### config.mk
export PLATFORM = sky130hd
export DESIGN_NAME = mdu_seq
export DESIGN_NICKNAME = d
export VERILOG_FILES = /design/src/rtl/mdu_seq.sv
export SDC_FILE = /design/constraint.sdc
export NUM_CORES = 1
export LEC_CHECK = 0
export BUFFER_PORTS_ARGS = -buffer_cell sky130_fd_sc_hd__clkbuf_2
export CORE_MARGIN = 5
export CORE_UTILIZATION = 50
export CTS_CLUSTER_DIAMETER = 50
export DETAILED_ROUTE_END_ITERATION = 8
export GPL_TIMING_DRIVEN = 0
export PLACE_DENSITY_LB_ADDON = 0.25
export SLEW_MARGIN = 0
export SYNTH_ARGS = -nofsm -noshare
export SYNTH_HDL_FRONTEND = slang
export SYNTH_SLANG_ARGS = --single-unit
### constraint.sdc
create_clock -name clk -period 7.96 [get_ports clk]
set_input_delay 0.398 -clock clk [delete_from_list [all_inputs] [get_ports clk]]
set_output_delay 0.398 -clock clk [all_outputs]
set_load 0.05 [all_outputs]
### src/rtl/mdu_seq.sv
// Iterative multiply/divide sequencer owning the HI/LO registers.
// Radix-2 shift-add multiply and restoring divide over W steps, then a sign-fix cycle.
module mdu_seq #(
  parameter int W     = 32,
  parameter int CNT_W = $clog2(W) + 1
) (
  input  logic         clk,
  input  logic         rst,
  input  logic         start,
  input  logic [2:0]   mdu_op,
  input  logic [W-1:0] rs_val,
  input  logic [W-1:0] rt_val,
  input  logic         flush,
  output logic         busy,
  output logic         done,
  output logic [W-1:0] hi,
  output logic [W-1:0] lo
);

  localparam logic [2:0] OP_MULT  = 3'd1;
  localparam logic [2:0] OP_MULTU = 3'd2;
  localparam logic [2:0] OP_DIV   = 3'd3;
  localparam logic [2:0] OP_DIVU  = 3'd4;
  localparam logic [2:0] OP_MTHI  = 3'd5;
  localparam logic [2:0] OP_MTLO  = 3'd6;

  localparam logic [CNT_W-1:0] LAST_STEP = CNT_W'(W - 1);

  typedef enum logic [1:0] {
    S_IDLE,
    S_CALC,
    S_FIX
  } state_t;

  state_t           state;
  logic [CNT_W-1:0] cnt;
  logic             is_div;
  logic             neg_q;    // product or quotient must be negated
  logic             neg_r;    // remainder must be negated
  logic [W-1:0]     opb;      // multiplicand or divisor magnitude
  logic [W-1:0]     acc_h;    // product high half / partial remainder
  logic [W-1:0]     acc_l;    // multiplier shifting out, quotient shifting in

  // Issue-time operand conditioning
  logic         signed_op;
  logic         rs_neg;
  logic         rt_neg;
  logic [W-1:0] rs_mag;
  logic [W-1:0] rt_mag;

  // One iteration of each algorithm
  logic [W:0]   mul_sum;
  logic [W:0]   div_shift;
  logic         div_ok;
  logic [W-1:0] div_diff;

  // Final sign correction
  logic [2*W-1:0] prod_fix;
  logic [W-1:0]   quo_fix;
  logic [W-1:0]   rem_fix;

  // NOTE: every always_comb output gets a default first so no latch is inferred.
  always_comb begin
    signed_op = (mdu_op == OP_MULT) || (mdu_op == OP_DIV);
    rs_neg    = signed_op && rs_val[W-1];
    rt_neg    = signed_op && rt_val[W-1];
    rs_mag    = rs_neg ? -rs_val : rs_val;
    rt_mag    = rt_neg ? -rt_val : rt_val;
  end

  always_comb begin
    mul_sum   = {1'b0, acc_h} + (acc_l[0] ? {1'b0, opb} : {(W+1){1'b0}});
    div_shift = {acc_h, acc_l[W-1]};
    div_ok    = (div_shift >= {1'b0, opb});
    // Only consumed when div_ok, where the true difference is below opb and fits W bits.
    div_diff  = div_shift[W-1:0] - opb;
  end

  always_comb begin
    prod_fix = neg_q ? -{acc_h, acc_l} : {acc_h, acc_l};
    quo_fix  = neg_q ? -acc_l : acc_l;
    rem_fix  = neg_r ? -acc_h : acc_h;
  end

  assign busy = (state != S_IDLE);

  // NOTE: sequential state uses non-blocking assignments only, so every register
  // samples pre-edge values regardless of statement order.
  always_ff @(posedge clk) begin
    if (rst) begin
      state  <= S_IDLE;
      cnt    <= '0;
      is_div <= 1'b0;
      neg_q  <= 1'b0;
      neg_r  <= 1'b0;
      opb    <= '0;
      acc_h  <= '0;
      acc_l  <= '0;
      hi     <= '0;
      lo     <= '0;
      done   <= 1'b0;
    end else begin
      done <= 1'b0;
      case (state)
        S_IDLE: begin
          if (start && !flush) begin
            case (mdu_op)
              OP_MULT, OP_MULTU: begin
                is_div <= 1'b0;
                neg_q  <= rs_neg ^ rt_neg;
                neg_r  <= rs_neg;
                opb    <= rs_mag;
                acc_h  <= '0;
                acc_l  <= rt_mag;
                cnt    <= '0;
                state  <= S_CALC;
              end
              OP_DIV, OP_DIVU: begin
                is_div <= 1'b1;
                opb    <= rt_mag;
                cnt    <= '0;
                if (rt_val == '0) begin
                  // Divide by zero: preload the architectural result and let FIX write it unsigned.
                  neg_q <= 1'b0;
                  neg_r <= 1'b0;
                  acc_h <= rs_val;
                  acc_l <= '1;
                  state <= S_FIX;
                end else begin
                  neg_q <= rs_neg ^ rt_neg;
                  neg_r <= rs_neg;
                  acc_h <= '0;
                  acc_l <= rs_mag;
                  state <= S_CALC;
                end
              end
              OP_MTHI: hi <= rs_val;
              OP_MTLO: lo <= rs_val;
              default: ;
            endcase
          end
        end

        S_CALC: begin
          if (flush) begin
            state <= S_IDLE;
          end else begin
            if (is_div) begin
              acc_h <= div_ok ? div_diff : div_shift[W-1:0];
              acc_l <= {acc_l[W-2:0], div_ok};
            end else begin
              {acc_h, acc_l} <= {mul_sum, acc_l[W-1:1]};
            end
            cnt <= cnt + 1'b1;
            if (cnt == LAST_STEP) state <= S_FIX;
          end
        end

        S_FIX: begin
          if (!flush) begin
            if (is_div) begin
              hi <= rem_fix;
              lo <= quo_fix;
            end else begin
              {hi, lo} <= prod_fix;
            end
            done <= 1'b1;
          end
          state <= S_IDLE;
        end

        default: state <= S_IDLE;
      endcase
    end
  end

endmodule

# Word level (Yosys, flattened, before mapping)
# Index checks and enable logic that the tools add are counted.
dict set report totals {
  output_inout_bits 66
  register_bits 172
  elab_cells 106
}
dict set report op_classes {
  n_eq_ne 17
  muxes 46
  n_bitwise 2
  magnitude_cmp 1
  add_sub_neg 8
  n_reduce_logical 21
}
# operator n
set op_table {}
lappend op_table {{$mux 32} 22}
lappend op_table {{$pmux 32 s2} 7}
lappend op_table {{$neg 32->32} 4}
lappend op_table {{$mux 64} 1}
lappend op_table {{$neg 64->64} 1}
lappend op_table {{$add 32x32->33} 1}
lappend op_table {{$ge 33x32->1} 1}
lappend op_table {{$logic_not 32->1} 1}
lappend op_table {{$sub 32x32->32} 1}
lappend op_table {{$mux 6} 3}
lappend op_table {{$reduce_and 4->1} 4}
lappend op_table {{$pmux 6 s2} 1}
lappend op_table {{$eq 3x3->1 const B} 3}
lappend op_table {{$mux 2} 4}
lappend op_table {{$ne 2x2->1 const B} 4}
lappend op_table {{$pmux 2 s2} 2}
lappend op_table {{$reduce_bool 2->1} 4}
lappend op_table {{$add 6x1->6 const B} 1}
lappend op_table {{$eq 3x2->1 const B} 2}
lappend op_table {{$eq 6x5->1 const B} 1}
lappend op_table {{$pmux 1 s2} 3}
lappend op_table {{$reduce_and 3->1} 2}
lappend op_table {{$reduce_or 2->1} 3}
lappend op_table {{$ne 2x1->1 const B} 2}
lappend op_table {{13 further kinds} 17}

# Longest topological paths before layout
# Gate-level depths: netlist (run 1).
dict set report depth {
  depth_word 8
  depth_mapped 14
}

# Worst setup path after synthesis (run 1)
# No wires, ideal clock.
dict set report synth_path {
  path_type {register -> register}
  start {register acc_l[0]}
  end {register acc_h[28]}
  required_time_ns 7.874
  setup_time_ns 0.086
  stages_incl_launch_ff 14
  arrival_time_ns 3.093
  path_buffers 1
  synth_period_minus_slack_ns 3.178
  path_slack_ns 4.782
  path_cell_list {dfxtp_1 inv_1 clkbuf_1 nor2_1 ha_1 a21oi_1 o21ai_0 nor3b_1 or3b_2 a31oi_1 o21ai_0 a41o_1 xnor2_1 a211oi_1}
}
dict set report synth_via {
  elab_chain_cells 5
}
# element line
set synth_rtl {}
lappend synth_rtl {{start, declared} 42} ;# logic [W-1:0] acc_l;
lappend synth_rtl {{start signal, assigned} 114} ;# acc_l <= rt_mag;
lappend synth_rtl {{start signal, assigned} 133} ;# acc_l <= rs_mag;
lappend synth_rtl {{start signal, assigned} 150} ;# acc_l <= {acc_l[W-2:0], div_ok};
lappend synth_rtl {{$mux 32} 72} ;# mul_sum = {1'b0, acc_h} + (acc_l[0] ? {1'b0, opb} : {(W+1){1'b0}});
lappend synth_rtl {{$add 32x32->33} 72}
lappend synth_rtl {{$mux 32} 148} ;# if (is_div) begin
lappend synth_rtl {{$mux 32} 145} ;# if (flush) begin
lappend synth_rtl {{$pmux 32 s2} 104} ;# case (state)
lappend synth_rtl {{end signal, assigned} 126} ;# acc_h <= rs_val;
lappend synth_rtl {{end signal, assigned} 149} ;# acc_h <= div_ok ? div_diff : div_shift[W-1:0];
lappend synth_rtl {{end signal, assigned} 152} ;# {acc_h, acc_l} <= {mul_sum, acc_l[W-1:1]};
lappend synth_rtl {{end, declared} 41} ;# logic [W-1:0] acc_h;
# No other way between the ends. The select of a mux whose other input is x is not followed.
# A chain may end at the register's enable or synchronous reset.

# Worst setup path after layout (run 1)
dict set report layout_path {
  start {register acc_l[0]}
  end {register acc_h[24]}
}
# Same word-level chain as after synthesis.

==> results of run 1 <==
-- power by group --
group | internal (mW) | switching [mW]
sequential | 0.894 | 0.0586
clock | 0.469 | 0.420
combinational | 0.372 | 0.759
total | 1.74 | 1.24
-- path summary, 6_finish.rpt --
kind              from         to  slack (ns)
max           acc_l[0]  acc_h[24]        3.68
min          rt_val[0]     opb[0]        0.29
max reg2reg   acc_l[0]  acc_h[24]        3.68
min reg2reg      hi[2]      hi[2]        0.45
-- stage by stage --
step / instance area (sq um) / hold slack [ns] / cells / setup slack, ns
finish: 17200 / 0.286 / 2727 / 3.68
global route: 17200 / 0.317 / 2725 / 3.51
CTS: 17200 / 0.274 / 2725 / 3.85
detailed placement: 16600 / 0.439 / 2695 / 3.88
global placement: 16600 / 0.436 / 2695 / 3.87
floorplan: 15400 / 0.432 / 2166 / 4.78
-- layer usage --
layer | track usage [%] | routed length, um | vias up
met1 | 54.6 | 28600 | 8729
met3 | 12.6 | 9910 | 401
met4 | 27.0 | 6280 | 2
li1 | - | - | 8198
met5 | 0 | 14 | -
met2 | 61.4 | 30500 | 1444
-- worst max-delay path, stage by stage (launching register included) --
cell and delay [ns]:
sky130_fd_sc_hd__dfxtp_1 0.64, sky130_fd_sc_hd__inv_1 0.26, sky130_fd_sc_hd__clkbuf_1 0.28, sky130_fd_sc_hd__nor2_1 0.18
sky130_fd_sc_hd__ha_1 0.32, sky130_fd_sc_hd__a21oi_1 0.30, sky130_fd_sc_hd__o21ai_0 0.20, sky130_fd_sc_hd__nor3b_1 0.23
sky130_fd_sc_hd__or3b_2 0.49, sky130_fd_sc_hd__a31oi_1 0.32, sky130_fd_sc_hd__o21ai_0 0.26, sky130_fd_sc_hd__xor2_1 0.22
sky130_fd_sc_hd__a221oi_1 0.31, sky130_fd_sc_hd__a311oi_1 0.13
-- flip-flops by register name (all words and copies together) (netlist names), 2 cells and up --
signal and cells:
acc_h 32, acc_l 32, cnt 6, hi 32, lo 32, opb 32
state 2
-- cell type report --
class	instances	area, sq um
fillers	3062	13300
flip-flops and latches	172	3440
clock inverters	13	158
inverters	66	248
diodes	2	5.00
repair buffers	133	666
plain buffers	154	602
clock buffers	17	425
well taps	396	495
multi-input cells	1774	11100
-- logic make-up (layout without fill, tap and decap cells) --
kind of cell,Yosys count,after routing,synth area share (%)
AND/OR/NAND/NOR,775,775,23.6
XOR/XNOR,163,163,9.25
adder cells (fa/ha/maj),71,71,5.86
other,0,2,0
AO/OA/AOI/OAI,712,712,29.9
flip-flops,172,172,22.3
multiplexers,53,53,3.55
buffers and inverters,220,383,5.51
-- layout by cell type, fill, tap and decap left out, types with 19 or more instances in the layout --
cell	n
sky130_fd_sc_hd__a221oi_1	23
sky130_fd_sc_hd__nor2_1	272
sky130_fd_sc_hd__dfxtp_1	172
sky130_fd_sc_hd__a21o_1	35
sky130_fd_sc_hd__o211ai_1	27
sky130_fd_sc_hd__inv_1	66
sky130_fd_sc_hd__nand4_1	21
sky130_fd_sc_hd__xnor2_1	87
sky130_fd_sc_hd__nor4_1	21
sky130_fd_sc_hd__or3_1	25
sky130_fd_sc_hd__clkbuf_2	134
sky130_fd_sc_hd__a31oi_1	25
sky130_fd_sc_hd__o21a_1	22
sky130_fd_sc_hd__o31ai_1	24
sky130_fd_sc_hd__a21oi_1	243
sky130_fd_sc_hd__ha_1	69
sky130_fd_sc_hd__a211oi_1	57
sky130_fd_sc_hd__nor3_1	69
sky130_fd_sc_hd__nor2b_1	19
sky130_fd_sc_hd__mux2i_1	39
sky130_fd_sc_hd__o21ai_0	119
sky130_fd_sc_hd__clkbuf_1	127
sky130_fd_sc_hd__nand2_1	208
sky130_fd_sc_hd__nand3_1	54
sky130_fd_sc_hd__xor2_1	76
==> impl_metrics.json, run 1 <==
{
  "cts_resized": 0,
  "maximum_number_of_pins_on_one_net_before_global_route_repair": 17,
  "end_kind": "register",
  "clock.fmax_mhz": 234,
  "synth_edf_count": 0,
  "place.port_buffers": 133,
  "netlist_top_cells_count": "sky130_fd_sc_hd__nor2_1 (272), sky130_fd_sc_hd__a21oi_1 (243), sky130_fd_sc_hd__nand2_1 (208)",
  "timing_max_transition_violations_final": 0,
  "layout.core_utilization_pct": 56.3,
  "grt_pass1_wl_um": 109000,
  "nets": 2460,
  "drt_first_pass_iters": 7,
  "timing.clock.skew_ns": 0.0197,
  "min_period_over_period_pct": 53.7,
  "synth_top_area_share_pct": 22.3,
  "cap_viol_max_count": 0,
  "postSynthAreaPerCell_sq_um": 7.12,
  "number_of_antenna_violations_at_the_first_check_in_global_routing": 2,
  "period_needed_ns": 4.28,
  "die_width_um": 186,
  "cts_setup_buffers": 0,
  "reg2regPathDepth": 13,
  "synth_top_cell_by_area": "sky130_fd_sc_hd__dfxtp_1",
  "cts_tree": "yes",
  "cts_hold_repair.buffers": 0,
  "postRouteWirelength_um": 75200,
  "synthMostInstantiatedCell": "sky130_fd_sc_hd__nor2_1",
  "drt_drc_violations_left": 0,
  "rows": 64,
  "cts_max_level": 4,
  "post-dp-hpwl_um": 59700,
  "fraction_of_final_layout_cells_sized_beyond_drive_strength_1_pct": 9.88,
  "yosys_most_used_dff": "sky130_fd_sc_hd__dfxtp_1",
  "grt_overflow_total": 0,
  "cell_depth_of_the_worst_min_delay_path": 3,
  "timing.max_slew.rel_slack_pct": 15.2,
  "die_area_sq_um": 34500,
  "drtAntennaViolNets": 0,
  "number_of_global_route_vias_before_repair": 17500,
  "required_ns": 8.26,
  "routed_wire_length_per_instance_um": 27.6,
  "synth-async-reset-ratio_pct": 0,
  "cts_max_path_buffers": 2,
  "total_leakage_power_nw": 6.50,
  "synth.top_cells.by_area": "sky130_fd_sc_hd__dfxtp_1 (22%), sky130_fd_sc_hd__a21oi_1 (7.9%), sky130_fd_sc_hd__nor2_1 (6.6%)",
  "synth.lib_cells_used.distinct": 83,
  "design_power_total_mw": 2.97,
  "cts.clk_slew.worst_paths_ns": 0.09,
  "netlist_area_sq_um": 15400,
  "route.vias.total": 18800,
  "area_delta_synth_final_pct": 11.3,
  "syn-num-nets": 2308,
  "synthesis.yosys.warnings": 0,
  "powerDensity_nw_per_um2": 173,
  "grt_usage_pct": 42.3,
  "rsz0062_at_grt": "no",
  "initial_core_util_pct": 50.6,
  "floorplan.die.height_um": 186,
  "clock_insertion_delay_worst_skew_ns": 0.46,
  "yosys_register_bits": 172,
  "dr.first_iter.drc_count": 2761,
  "timing.critical_path.arrival_ns": 4.58,
  "core_area_sq_um": 30500,
  "vias_per_cell": 6.88,
  "result_of_the_run": "completed",
  "report.final.setup_viol": 0,
  "clkSinkCount": 172,
  "fin_setup_tns_ns": 0,
  "worstSetupPathType": "register to register",
  "clk_root_buffer_cell": "sky130_fd_sc_hd__clkbuf_16",
  "post_synth_inst_count": 2166,
  "synth.yosys.seq_area_share_pct": 22.3,
  "hold_class": "input pin to register",
  "largest_voltage_drop_on_the_vdd_net_mv": 0.189,
  "num_io_pins": 137,
  "cts_buffers": 17,
  "worstPathMaxFanout": 10,
  "timing.critical_path.from_type": "register",
  "place_congestion": 1.08,
  "timing.final.hold_violations": 0,
  "least_margin_pin_slew_ns": 1.26
}
Note: power is estimated with default switching activity, not from simulation.
==> run 2: changes to the inputs <==
==> constraint.sdc (replaced) <==
create_clock -name clk -period 3.49 [get_ports clk]
set_input_delay 0.1745 -clock clk [delete_from_list [all_inputs] [get_ports clk]]
set_output_delay 0.1745 -clock clk [all_outputs]
set_load 0.05 [all_outputs]
==> run 2 against run 1 <==
  * The flow now finishes with violations (setup timing)
  * Global-route usage grew 0.18 points
  * Cell count shrank 0.15%
  * Cell area grew 1.7%
  * Largest cell class unchanged
  * Highest routed layer unchanged
==> impl_metrics.json, run 2 (synthesis gave the netlist of run 1 again) <==
{
  "power_report.internal_total_mw": 4.03,
  "total_switching_power_mw": 2.86,
  "cts_max_level": 4,
  "fin_setup_tns_ns": -0.0843,
  "grt_use_met1_pct": 54.7,
  "placedInstanceArea_sq_um": 16600,
  "final_cells": 2723,
  "layout_setup_ws_ns": -0.0843,
  "clk_root_buffer_cell": "sky130_fd_sc_hd__clkbuf_16",
  "core_area_sq_um": 30500,
  "clock_insertion_delay_worst_skew_ns": 0.45,
  "p_sw_share_pct": 41.5,
  "end_kind": "register",
  "final_cell_mix": "sky130_fd_sc_hd__nor2_1 (271), sky130_fd_sc_hd__a21oi_1 (237), sky130_fd_sc_hd__nand2_1 (208), sky130_fd_sc_hd__dfxtp_1 (164), sky130_fd_sc_hd__clkbuf_2 (139)",
  "largest_voltage_drop_on_the_vdd_net_mv": 0.405,
  "timing_max_transition_violations_final": 0,
  "cts_hold_repair.buffers": 0,
  "dpl_cells": 2695,
  "powerDensity_nw_per_um2": 394,
  "worst_path_slowest_cell": "sky130_fd_sc_hd__nor2b_1",
  "worst_hold_slack_ns": 0.0655,
  "die_area_sq_um": 34500,
  "place.port_buffers": 133,
  "clock.fmax_mhz": 280,
  "layout.cells.most_common": "sky130_fd_sc_hd__nor2_1",
  "routed_wire_length_per_instance_um": 27.8,
  "reg2regPathDepth": 8,
  "worstPathMaxFanout": 10,
  "num_io_pins": 137,
  "rsz0062_at_grt": "yes",
  "total_leakage_power_nw": 6.58,
  "drt_first_pass_iters": 7,
  "min_period_over_period_pct": 102,
  "initial_core_util_pct": 50.6,
  "timing.max_slew.rel_slack_pct": 17.9,
  "report.final.setup_viol": 1,
  "final_cell_area_sq_um": 17500,
  "result_of_the_run": "finished, violations left",
  "hold_start": "rt_val[0]",
  "area_delta_synth_final_pct": 13.3,
  "dr.first_iter.drc_count": 2871,
  "fraction_of_final_layout_cells_sized_beyond_drive_strength_1_pct": 12.6,
  "number_of_antenna_violations_at_the_first_check_in_global_routing": 4,
  "reg2reg_setup_slack_ns": 0.06,
  "design_power_total_mw": 6.89,
  "cell_depth_of_the_worst_min_delay_path": 3,
  "holdPathEnd": "opb[0]",
  "period_needed_ns": 3.57,
  "cts.clk_slew.worst_paths_ns": 0.07,
  "clkSinkCount": 172,
  "cts_tree": "yes",
  "timing.final.hold_violations": 0,
  "cts_buffers": 17,
  "required_ns": 3.88,
  "cap_viol_max_count": 0,
  "maximum_number_of_pins_on_one_net_before_global_route_repair": 17,
  "floorplan.die.height_um": 186,
  "power.clock.fraction_pct": 29.2,
  "crit_path_max_incr_delay_ns": 0.89,
  "grt_usage_pct": 42.5,
  "worstSetupPathType": "input pin to register",
  "r2r_start": "state[1]",
  "grt_pass1_wl_um": 110000,
  "least_margin_pin_slew_ns": 1.23,
  "layout.core_utilization_pct": 57.3,
  "drtAntennaViolNets": 0,
  "use_met3_pct": 12.7,
  "grt_overflow_total": 0,
  "timing.clock.skew_ns": 0.0154,
  "timing.critical_path.arrival_ns": 3.96,
  "rows": 64,
  "drt_drc_violations_left": 0,
  "violations": "setup timing",
  "critical_path.reg2reg.endpoint": "acc_l[30]",
  "vias_per_cell": 6.89,
  "route.vias.total": 18800,
  "die_width_um": 186,
  "cells_traversed_along_the_worst_timing_path": "clkbuf_2 -> nor2b_1 -> and2_1 -> clkbuf_1 -> buf_1 -> o21ai_0 -> xor2_1 -> a221oi_1 -> o22ai_1 -> nor2_1",
  "power.share.sequential_pct": 31.6,
  "hold_class": "input pin to register",
  "place_ws_ns": -0.588,
  "post-dp-hpwl_um": 59700,
  "timing.critical_path.from_type": "input pin",
  "place_congestion": 1.08,
  "grt.busiest_layer": "met2",
  "postRouteWirelength_um": 75600,
  "number_of_global_route_vias_before_repair": 17600,
  "nets": 2457,
  "groute.layer.met2.usage_pct": 61.9,
  "combPwrFrac_pct": 39.2,
  "cts_max_path_buffers": 2
}
[run 2: changes by cell type in the layout (fill, tap and decap cells not counted), moves of 6 or more]
cell | previous run | this run
sky130_fd_sc_hd__clkbuf_1 | 127 | 111
sky130_fd_sc_hd__dfxtp_1 | 172 | 164
sky130_fd_sc_hd__ha_1 | 69 | 61
sky130_fd_sc_hd__a21oi_1 | 243 | 237
sky130_fd_sc_hd__buf_4 | 0 | 6
sky130_fd_sc_hd__ha_2 | 0 | 6
[run 2: worst max path at each step]
stage / start / endpoint / cells after the start
CTS: acc_l[31] / acc_h[28] / 14
floorplan: acc_l[0] / acc_h[28] / 13
global route: opb[1] / acc_h[18] / 13
global placement: acc_h[0] / acc_h[26] / 12
finish: mdu_op[0] / acc_l[16] / 10
detailed placement: acc_h[0] / acc_h[26] / 12
[run 2: what timing repair did]
item	in CTS	in global routing
buffers inserted	4	1
setup endpoints to repair	72	59
pin swaps	1	4
gates resized for setup	33	49
[run 2: area by class of cell]
class,instances,area [sq um]
diodes,1,2.50
fillers,3030,13000
clock buffers,17,425
inverters,66,251
well taps,396,495
multi-input cells,1774,11400
clock inverters,13,158
repair buffers,138,707
flip-flops and latches,172,3460
plain buffers,146,601
[run 2: critical path, delay by kind of cell]
family                    cells  cell delay (ns)
AOI/OAI and AO/OA             3             1.19
xor gates and xnor gates      1             0.21
buffers and inverters         3             1.12
and+or+nand+nor               3             1.26
[run 2: power by group through the flow]
stage               Clock (mW)  Combinational [mW]  Sequential, mW
floorplan                    0                1.61            2.19
global placement             0                2.46            2.21
detailed placement           0                2.46            2.21
CTS                       2.00                2.54            2.16
global route              2.08                2.84            2.18
finish                    2.01                2.70            2.17
[run 2: layer usage]
metal | wire length, um | up-vias
met5 | 24 | -
met4 | 6320 | 4
met3 | 9820 | 377
met2 | 30700 | 1412
met1 | 28700 | 8777
li1 | - | 8185
